**config.mk**
```make
export PLATFORM = sky130hd
export DESIGN_NAME = mem_arbiter_flat
export DESIGN_NICKNAME = d
export VERILOG_FILES = /design/src/rtl/mem_arbiter_if.sv /design/src/rtl/mem_arbiter.sv /design/src/flat_wrapper.sv
export SDC_FILE = /design/constraint.sdc
export NUM_CORES = 1
export LEC_CHECK = 0
export CORE_MARGIN = 2
export CORE_UTILIZATION = 41
export CTS_CLUSTER_SIZE = 20
export DETAILED_ROUTE_END_ITERATION = 7
export GPL_TIMING_DRIVEN = 0
export PLACE_DENSITY = 0.87
export SETUP_SLACK_MARGIN = 0.4
export SYNTH_ARGS = -nofsm -noshare
export SYNTH_HDL_FRONTEND = slang
export SYNTH_SLANG_ARGS = --single-unit
```
**constraint.sdc**
```tcl
create_clock -name clk -period 1.68 [get_ports clk]
set_clock_uncertainty 0.05 [all_clocks]
set_input_delay 0.336 -clock clk [delete_from_list [all_inputs] [get_ports clk]]
set_output_delay 0.336 -clock clk [all_outputs]
set_load 0.01 [all_outputs]
```
**src/rtl/mem_arbiter_if.sv**
```systemverilog
// mem_arbiter_if: fetch, data and memory-side signals of the shared memory arbiter
interface mem_arbiter_if #(
  parameter int ADDR_W = 30,
  parameter int DATA_W = 32
);
  logic              i_req;
  logic [ADDR_W-1:0] i_addr;
  logic [DATA_W-1:0] i_rdata;
  logic              i_ready;
  logic              d_req;
  logic              d_we;
  logic [ADDR_W-1:0] d_addr;
  logic [DATA_W-1:0] d_wdata;
  logic [DATA_W-1:0] d_rdata;
  logic              d_ready;
  logic              mem_en;
  logic              mem_we;
  logic [ADDR_W-1:0] mem_addr;
  logic [DATA_W-1:0] mem_wdata;
  logic [DATA_W-1:0] mem_rdata;
  logic              stall_f;
  logic              stall_m;
  modport slave (
    input  i_req, i_addr, d_req, d_we, d_addr, d_wdata, mem_rdata,
    output i_rdata, i_ready, d_rdata, d_ready, mem_en, mem_we, mem_addr, mem_wdata, stall_f, stall_m
  );
  modport master (
    output i_req, i_addr, d_req, d_we, d_addr, d_wdata, mem_rdata,
    input  i_rdata, i_ready, d_rdata, d_ready, mem_en, mem_we, mem_addr, mem_wdata, stall_f, stall_m
  );
endinterface

```
**src/rtl/mem_arbiter.sv**
```systemverilog
// mem_arbiter: serialises fetch and data accesses onto one fixed-latency single-port memory
module mem_arbiter #(
  parameter int ADDR_W  = 30,
  parameter int DATA_W  = 32,
  parameter int LATENCY = 2
) (
  input logic clk,
  input logic reset,
  mem_arbiter_if.slave bus
);
  localparam int CW = LATENCY > 1 ? $clog2(LATENCY) : 1;
  typedef enum logic [1:0] {IDLE, ACCESS, RESP} state_t;
  state_t            state, state_n;
  logic              grant;
  logic [CW-1:0]     cnt;
  logic              we_q;
  logic [ADDR_W-1:0] addr_q;
  logic [DATA_W-1:0] wdata_q;
  logic [DATA_W-1:0] i_rdata_q;
  logic [DATA_W-1:0] d_rdata_q;
  logic              go;
  logic              pick;
  // grant holds the owner of the current/last access (1 = data port), so it doubles as last_grant
  assign go   = bus.i_req | bus.d_req;
  assign pick = (bus.i_req & bus.d_req) ? ~grant : bus.d_req;
  // next-state: IDLE arbitrates, ACCESS counts down the memory latency, RESP pulses ready once
  always_comb begin
    state_n = IDLE;
    state_n = state == IDLE   ? (go ? ACCESS : IDLE) :
              state == ACCESS ? (cnt == '0 ? RESP : ACCESS) : IDLE;
  end
  // state, grant, latched request and captured read data
  always_ff @(posedge clk) begin
    if (reset) begin
      state     <= IDLE;
      grant     <= 1'b0;
      cnt       <= '0;
      we_q      <= 1'b0;
      addr_q    <= '0;
      wdata_q   <= '0;
      i_rdata_q <= '0;
      d_rdata_q <= '0;
    end else begin
      state <= state_n;
      if (state == IDLE && go) begin
        grant   <= pick;
        cnt     <= CW'(LATENCY - 1);
        addr_q  <= pick ? bus.d_addr : bus.i_addr;
        we_q    <= pick & bus.d_we;
        wdata_q <= bus.d_wdata;
      end
      if (state == ACCESS) begin
        cnt <= cnt - CW'(1);
        if (cnt == '0 && !we_q && grant) d_rdata_q <= bus.mem_rdata;
        if (cnt == '0 && !grant) i_rdata_q <= bus.mem_rdata;
      end
    end
  end
  assign bus.mem_en    = state == ACCESS;
  assign bus.mem_we    = (state == ACCESS) & we_q;
  assign bus.mem_addr  = addr_q;
  assign bus.mem_wdata = wdata_q;
  assign bus.i_ready   = (state == RESP) & ~grant;
  assign bus.d_ready   = (state == RESP) & grant;
  assign bus.i_rdata   = i_rdata_q;
  assign bus.d_rdata   = d_rdata_q;
  assign bus.stall_f   = bus.i_req & ~bus.i_ready;
  assign bus.stall_m   = bus.d_req & ~bus.d_ready;
endmodule

```
**src/flat_wrapper.sv**
```systemverilog
// flat-port wrapper written by rule: the top's interface ports become plain ports
module mem_arbiter_flat 
#(
  parameter int ADDR_W  = 30,
  parameter int DATA_W  = 32,
  parameter int LATENCY = 2
)
  (clk, reset, bus_i_req, bus_i_addr, bus_d_req, bus_d_we, bus_d_addr, bus_d_wdata, bus_mem_rdata, bus_i_rdata, bus_i_ready, bus_d_rdata, bus_d_ready, bus_mem_en, bus_mem_we, bus_mem_addr, bus_mem_wdata, bus_stall_f, bus_stall_m);
  mem_arbiter_if #(.ADDR_W(ADDR_W), .DATA_W(DATA_W)) bus_i ();
  input logic clk;
  input logic reset;
  input wire logic [$bits(bus_i.i_req)-1:0] bus_i_req;
  input wire logic [$bits(bus_i.i_addr)-1:0] bus_i_addr;
  input wire logic [$bits(bus_i.d_req)-1:0] bus_d_req;
  input wire logic [$bits(bus_i.d_we)-1:0] bus_d_we;
  input wire logic [$bits(bus_i.d_addr)-1:0] bus_d_addr;
  input wire logic [$bits(bus_i.d_wdata)-1:0] bus_d_wdata;
  input wire logic [$bits(bus_i.mem_rdata)-1:0] bus_mem_rdata;
  output wire logic [$bits(bus_i.i_rdata)-1:0] bus_i_rdata;
  output wire logic [$bits(bus_i.i_ready)-1:0] bus_i_ready;
  output wire logic [$bits(bus_i.d_rdata)-1:0] bus_d_rdata;
  output wire logic [$bits(bus_i.d_ready)-1:0] bus_d_ready;
  output wire logic [$bits(bus_i.mem_en)-1:0] bus_mem_en;
  output wire logic [$bits(bus_i.mem_we)-1:0] bus_mem_we;
  output wire logic [$bits(bus_i.mem_addr)-1:0] bus_mem_addr;
  output wire logic [$bits(bus_i.mem_wdata)-1:0] bus_mem_wdata;
  output wire logic [$bits(bus_i.stall_f)-1:0] bus_stall_f;
  output wire logic [$bits(bus_i.stall_m)-1:0] bus_stall_m;
  assign bus_i.i_req = bus_i_req;
  assign bus_i.i_addr = bus_i_addr;
  assign bus_i.d_req = bus_d_req;
  assign bus_i.d_we = bus_d_we;
  assign bus_i.d_addr = bus_d_addr;
  assign bus_i.d_wdata = bus_d_wdata;
  assign bus_i.mem_rdata = bus_mem_rdata;
  assign bus_i_rdata = bus_i.i_rdata;
  assign bus_i_ready = bus_i.i_ready;
  assign bus_d_rdata = bus_i.d_rdata;
  assign bus_d_ready = bus_i.d_ready;
  assign bus_mem_en = bus_i.mem_en;
  assign bus_mem_we = bus_i.mem_we;
  assign bus_mem_addr = bus_i.mem_addr;
  assign bus_mem_wdata = bus_i.mem_wdata;
  assign bus_stall_f = bus_i.stall_f;
  assign bus_stall_m = bus_i.stall_m;
  mem_arbiter #(.ADDR_W(ADDR_W), .DATA_W(DATA_W), .LATENCY(LATENCY)) u_core (.clk(clk), .reset(reset), .bus(bus_i));
endmodule
```
==> results of run 1 <==
==> metrics by stage <==
step / power (mW) / cells / worst slack [ns] / hold WS [ns]
final: 9.74 / 1122 / 0.0235 / 0.400
after global routing: 10.1 / 1122 / -0.0259 / 0.416
after CTS: 9.33 / 1103 / 0.0166 / 0.398
after detailed placement: 5.31 / 1059 / -0.440 / 0.396
after global placement: 5.28 / 1059 / -0.428 / 0.391
after floorplan: 4.31 / 628 / 0.272 / 0.413
==> worst reg2reg max path: stages (launching register included) <==
cell and delay, ns:
dfxtp_4 0.37, buf_4 0.15, or4b_4 0.48, buf_8 0.16, buf_8 0.14, nand2_1 0.08, a21oi_1 0.07
==> power breakdown <==
| group | internal [mW] | switching, mW |
|---|---|---|
| sequential | 3.38 | 0.182 |
| clock | 2.56 | 1.44 |
| combinational | 1.18 | 0.996 |
| total | 7.12 | 2.61 |
==> timing repair <==
| item | CTS | global route |
|---|---|---|
| hold buffers | 0 | 0 |
| setup endpoints to repair | 262 | 234 |
| hold endpoints to repair | 0 | 0 |
| resized for setup | 716 | 207 |
| gates cloned | 3 | 5 |
| buffers inserted | 9 | 14 |
| pin swaps | 2 | 5 |
==> logic make-up (layout without fill, tap and decap cells) <==
| kind of cell | after synthesis | count (layout) |
|---|---|---|
| simple gates | 241 | 241 |
| flops | 131 | 131 |
| compound gates | 165 | 165 |
| buf+inv | 59 | 381 |
| mux | 32 | 32 |
==> area by class of cell <==
class / instances / area share, %
Timing Repair Buffer: 290 / 29.6
Tap cell: 172 / 2.22
Sequential cell: 131 / 28.7
Clock inverter: 12 / 1.84
Clock buffer: 20 / 4.71
Multi-Input combinational cell: 438 / 27.7
Buffer: 59 / 5.22
==> flip-flops by register name (all words and copies together), names as in the netlist <==
| name | count |
|---|---|
| u_core.we_q | 1 |
| u_core.bus.mem_wdata | 32 |
| u_core.bus.mem_addr | 30 |
| u_core.state | 2 |
| u_core.bus.d_rdata | 32 |
| u_core.cnt | 1 |
| u_core.bus.i_rdata | 32 |
| u_core.grant | 1 |
==> Yosys cell counts, types with 2 or more instances <==
cell type	number
dfxtp_1	131
nand2_1	124
a21oi_1	97
nand2b_1	64
nand3_1	33
mux2i_1	32
a311oi_1	30
clkbuf_1	30
o21ai_0	29
buf_2	19
nor2_1	5
o21ai_1	5
buf_1	4
buf_4	3
buf_6	3
nor2b_1	2
nor3b_1	2
==> routing by layer <==
metal | track usage (%) | share of wire (%)
met1 | 31.6 | 38
met4 | 11.5 | 3.4
met2 | 47.2 | 51
met3 | 8.35 | 7.8
met5 | 0 | 0
==> path summary, 6_finish.rpt <==
path                            cells past startpoint                      to  slack [ns]              startpoint
worst max-delay path                                3             bus_stall_m        0.02         u_core.state[0]
worst min-delay path                                2  u_core.bus.i_rdata[26]        0.40  u_core.bus.i_rdata[26]
worst max register to register                      6   u_core.bus.i_rdata[8]        0.04         u_core.state[1]
worst min register to register                      2  u_core.bus.i_rdata[26]        0.40  u_core.bus.i_rdata[26]
==> results.json, run 1 <==
{
  "drive_gt1_share_pct": 44.2,
  "die_x_um": 118,
  "core_sq_um": 12700,
  "port_buffers": 259,
  "synth-main-ff-cell": "dfxtp_1",
  "p_leak_nw": 4.08,
  "max_slew_margin_pct": 60.3,
  "final_cell_mix": "clkdlybuf4s50_1 (125), nand2_1 (123), dfxtp_2 (118), buf_6 (116), a21oi_1 (84)",
  "tns_ns": 0,
  "synth_async_sr_flop_share_pct": 0,
  "synth_edf_count": 0,
  "setup_viol_count_final": 0,
  "critPathSlowestCell": "dfxtp_4",
  "antenna_left": 0,
  "vias_per_cell": 5.38,
  "fin_crit_ns": 1.66,
  "std_cell_rows": 41,
  "dieArea_sq_um": 14000,
  "synth_top_cell_by_area": "dfxtp_1",
  "post_synth_and_or_nand_nor_area_fraction_pct": 22.0,
  "clockBufferDepth": 2,
  "dr_total_vias": 6039,
  "post-route-period-util_pct": 98.6,
  "yosys_warnings": 0,
  "htree_num_levels": 4,
  "drtIter0Drc": 422,
  "cts_sinks": 131,
  "power_density_nw_per_um2": 1000,
  "cpPeakStageDelay_ns": 0.38,
  "synth-compound-area-share_pct": 17.8,
  "start_kind": "register",
  "worstPathCellList": "and3b_1 > nor2b_1 > buf_4",
  "hold_violations": 0,
  "placed_area_sq_um": 8210,
  "grt_pass1_vias": 5597,
  "postLayoutCellArea_sq_um": 9700,
  "hp-class": "register to register",
  "multi_input_area_sq_um": 2690,
  "tightest_slew_ns": 0.595,
  "drc": 0,
  "fin_nets": 1066,
  "crit_family": "flip-flops",
  "crit_buf_inv": 1,
  "grt_max_degree": 17,
  "syn_to_final_growth_pct": 81.3,
  "syn_area_per_cell_sq_um": 8.52,
  "area.sequential_sq_um": 2780,
  "tritoncts": "built",
  "cts_root_buffer": "clkbuf_16",
  "ys_types": 32,
  "drv_cap": 0,
  "crit_required_ns": 1.29,
  "status": "finished clean",
  "final_common_cell": "clkdlybuf4s50_1",
  "routed_wirelength_um": 21600,
  "grt_use_total_pct": 27.5,
  "path_max_fanout": 5,
  "antenna_found_initial": 0,
  "initial_core_util_pct": 42.2,
  "ys_ff_latch": 131,
  "rsz0062_at_grt": "true",
  "num_io_pins": 261,
  "hpwl_um": 13600,
  "antenna_cells": 0,
  "avgRoutedWirePerCell_um": 19.3,
  "grt_overflow": 0,
  "cts_buffers": 17,
  "final_core_util_pct": 76.6,
  "synthXorXnorAreaFrac_pct": 0,
  "synth_area_leaders": "dfxtp_1 (49%), a21oi_1 (9.1%), nand2_1 (8.7%), nand2b_1 (7.5%), mux2i_1 (6.0%)",
  "drt_pass1_iterations": 5,
  "grt_pass1_wl_um": 30400,
  "clk_latency_ns": 0.42,
  "nFillCells": 841,
  "syn_inst": 628,
  "netlist.area_leader.share_pct": 49.0,
  "yosysSeqAreaShare_pct": 49.0,
  "synthMuxAreaShare_pct": 5.99,
  "crit_type": "register to output port",
  "arrival_ns": 1.27,
  "synth_adder_area_share_pct": 0,
  "gp_congestion": 0.849,
  "cts.clk_slew.worst_paths_ns": 0.06,
  "syn_area_sq_um": 5350,
  "max-vdd-ir-drop_uv": 681,
  "synth_top_family_by_area": "simple AND/OR/NAND/NOR gates",
  "die_y_um": 118,
  "end_kind": "output port",
  "slew_viol_final": 0,
  "synth_nets": 757,
  "fmax_mhz": 604
}
Note: power is estimated with default switching activity, not from simulation.
==> run 2, diff against run 1 <==
--- a/config.mk
+++ b/config.mk
@@ -5,8 +5,9 @@
 export SDC_FILE = /design/constraint.sdc
 export NUM_CORES = 1
 export LEC_CHECK = 0
+export ABC_AREA = 1
 export CORE_MARGIN = 2
-export CORE_UTILIZATION = 41
+export CORE_UTILIZATION = 42
 export CTS_CLUSTER_SIZE = 20
 export DETAILED_ROUTE_END_ITERATION = 7
 export GPL_TIMING_DRIVEN = 0
==> results.json, run 2 <==
{
  "dieArea_sq_um": 14400,
  "tns_ns": -0.0152,
  "post-route-period-util_pct": 101,
  "max_slew_margin_pct": 48.9,
  "fmax_mhz": 590,
  "syn_area_sq_um": 5650,
  "fin_nets": 1323,
  "end_kind": "output port",
  "finalPower_mw": 10.5,
  "grt_pass1_wl_um": 30100,
  "netlist.area_leader.share_pct": 46.4,
  "rsz0062_at_grt": "true",
  "die_x_um": 120,
  "htree_num_levels": 4,
  "grt_use_total_pct": 26.8,
  "cts_root_buffer": "clkbuf_16",
  "yosys_warnings": 0,
  "initial_core_util_pct": 42.9,
  "tritoncts": "built",
  "drive_gt1_share_pct": 43.6,
  "setup_viol_count_final": 1,
  "drt_pass1_iterations": 5,
  "synth_async_sr_flop_share_pct": 0,
  "cp_common_cell": "buf_6",
  "synth_area_leaders": "dfxtp_1 (46%), nor2_1 (15%), nand2_1 (13%), inv_1 (6.6%), nand4_1 (3.5%)",
  "area.sequential_sq_um": 2780,
  "pre_cts_slack_ns": -0.420,
  "reg2reg_depth": 8,
  "synth_top_cell_by_area": "dfxtp_1",
  "p_leak_nw": 5.01,
  "cts.clk_slew.worst_paths_ns": 0.06,
  "grt_pass1_vias": 6116,
  "synth_edf_count": 0,
  "synth.most_common_cell": "nor2_1",
  "syn_inst": 853,
  "std_cell_rows": 42,
  "final_cell_mix": "nor2_1 (213), nand2_1 (162), clkdlybuf4s50_1 (125), dfxtp_2 (122), buf_6 (109)",
  "fin_crit_ns": 1.70,
  "antenna_cells": 0,
  "drv_cap": 0,
  "routed_wirelength_um": 25400,
  "synth-main-ff-cell": "dfxtp_1",
  "tightest_slew_ns": 0.766,
  "final_common_cell": "nor2_1",
  "vias_per_cell": 5.18,
  "fin_ws_ns": -0.0152,
  "gp_congestion": 0.853,
  "grt_overflow": 0,
  "power_density_nw_per_um2": 984,
  "ys_ff_latch": 131,
  "slew_viol_final": 0,
  "grt_max_degree": 17,
  "clockBufferDepth": 2,
  "num_io_pins": 261,
  "path_max_fanout": 3,
  "hpwl_um": 13700,
  "hold_violations": 0,
  "antenna_found_initial": 0,
  "failed_checks": "setup timing",
  "ys_types": 17,
  "yosys-top-cells-count": "nor2_1 (224), nand2_1 (198), dfxtp_1 (131), inv_1 (100), a21oi_1 (36)",
  "antenna_left": 0,
  "syn_to_final_growth_pct": 88.5,
  "crit_required_ns": 1.29,
  "arrival_ns": 1.31,
  "dr_total_vias": 7156,
  "hold_depth": 2,
  "multi_input_area_sq_um": 2950,
  "yosysSeqAreaShare_pct": 46.4,
  "avgRoutedWirePerCell_um": 18.4,
  "worstPathCellList": "inv_4 > nor2_4 > buf_6 > buf_8 > buf_6",
  "nFillCells": 790,
  "start_kind": "register",
  "core_sq_um": 13200,
  "cpPeakStageDelay_ns": 0.36,
  "cts_hold_buf": 0,
  "syn_area_per_cell_sq_um": 6.63,
  "hp-class": "input port to register",
  "clk_latency_ns": 0.43,
  "critPathSlowestCell": "dfxtp_2",
  "cts_buffers": 17,
  "max-vdd-ir-drop_uv": 608,
  "status": "complete, but fails checks",
  "cts_sinks": 131,
  "port_buffers": 259,
  "synth_nets": 982,
  "crit_type": "register to output port",
  "drtIter0Drc": 674,
  "drc": 0,
  "die_y_um": 120
}
==> run 2: cell types whose count changed in the layout (fill, tap and decap cells not counted), sizes merged, moves of 2 or more <==
cell / change
or2: -2
nor2: +225
buf: +41
nand4: +31
a21oi: -61
inv: +105
mux2i: -32
nor2b: -3
nor3b: -2
nand2b: -64
nand2: +75
a311oi: -30
clkbuf: -12
==> run 2: routing by layer <==
metal | part of all wire [%] | vias to the layer above | global-route usage (%)
met5 | 0 | - | 0
met2 | 50 | 470 | 46.2
met4 | 5.4 | 0 | 12.6
li1 | - | 3296 | -
met3 | 11 | 113 | 9.36
met1 | 34 | 3277 | 29.3
==> run 2: final timing paths <==
path                    startpoint                endpoint  slack (ns)
max                u_core.state[0]              bus_mem_en       -0.02
min                          reset  u_core.bus.i_rdata[24]        0.22
max reg2reg           u_core.grant  u_core.bus.d_rdata[16]        0.09
min reg2reg  u_core.bus.i_rdata[0]   u_core.bus.i_rdata[0]        0.41
==> run 2: cell type report <==
type,instances,area share [%]
Timing Repair Buffer,321,29.9
Sequential cell,131,26.1
Clock buffer,20,4.28
Multi-Input combinational cell,564,27.7
Tap cell,176,2.07
Clock inverter,11,1.41
Inverter,103,3.65
Buffer,56,4.91
==> run 2: what timing repair did <==
action                     in CTS  in global routing
pin swaps                       7                 61
gates cloned                    3                 14
setup endpoints to repair     257                236
gates resized for setup       686                371
hold endpoints to repair        0                  0
setup buffers                  15                 31
==> run 2: worst max-delay path, delay by kind of cell, from the launching register on <==
family	cells	cell delay, ns
DFF	1	0.36
buffers and inverters	4	0.39
and+or+nand+nor	1	0.14
==> run 2: through the flow <==
step	hold WS [ns]	instances	utilization, %	area, sq um
after global placement	0.398	1288	64.2	8470
after floorplan	0.421	853	-	5650
final	0.219	1382	80.8	10700
after CTS	0.199	1337	68.0	8970
after detailed placement	0.401	1288	64.2	8470
after global routing	0.225	1382	80.8	10700
==> run 2: logic make-up after synthesis <==
family | Yosys count | synth area share [%]
simple gates | 493 | 35.5
buf+inv | 159 | 11.9
flops | 131 | 46.4
compound gates | 70 | 6.20
==> run 2: power by group <==
group	total, mW	internal, mW	switching, mW
Clock	3.91	2.41	1.50
Sequential	3.63	3.43	0.208
Combinational	2.94	1.48	1.46
Total	10.5	7.32	3.17
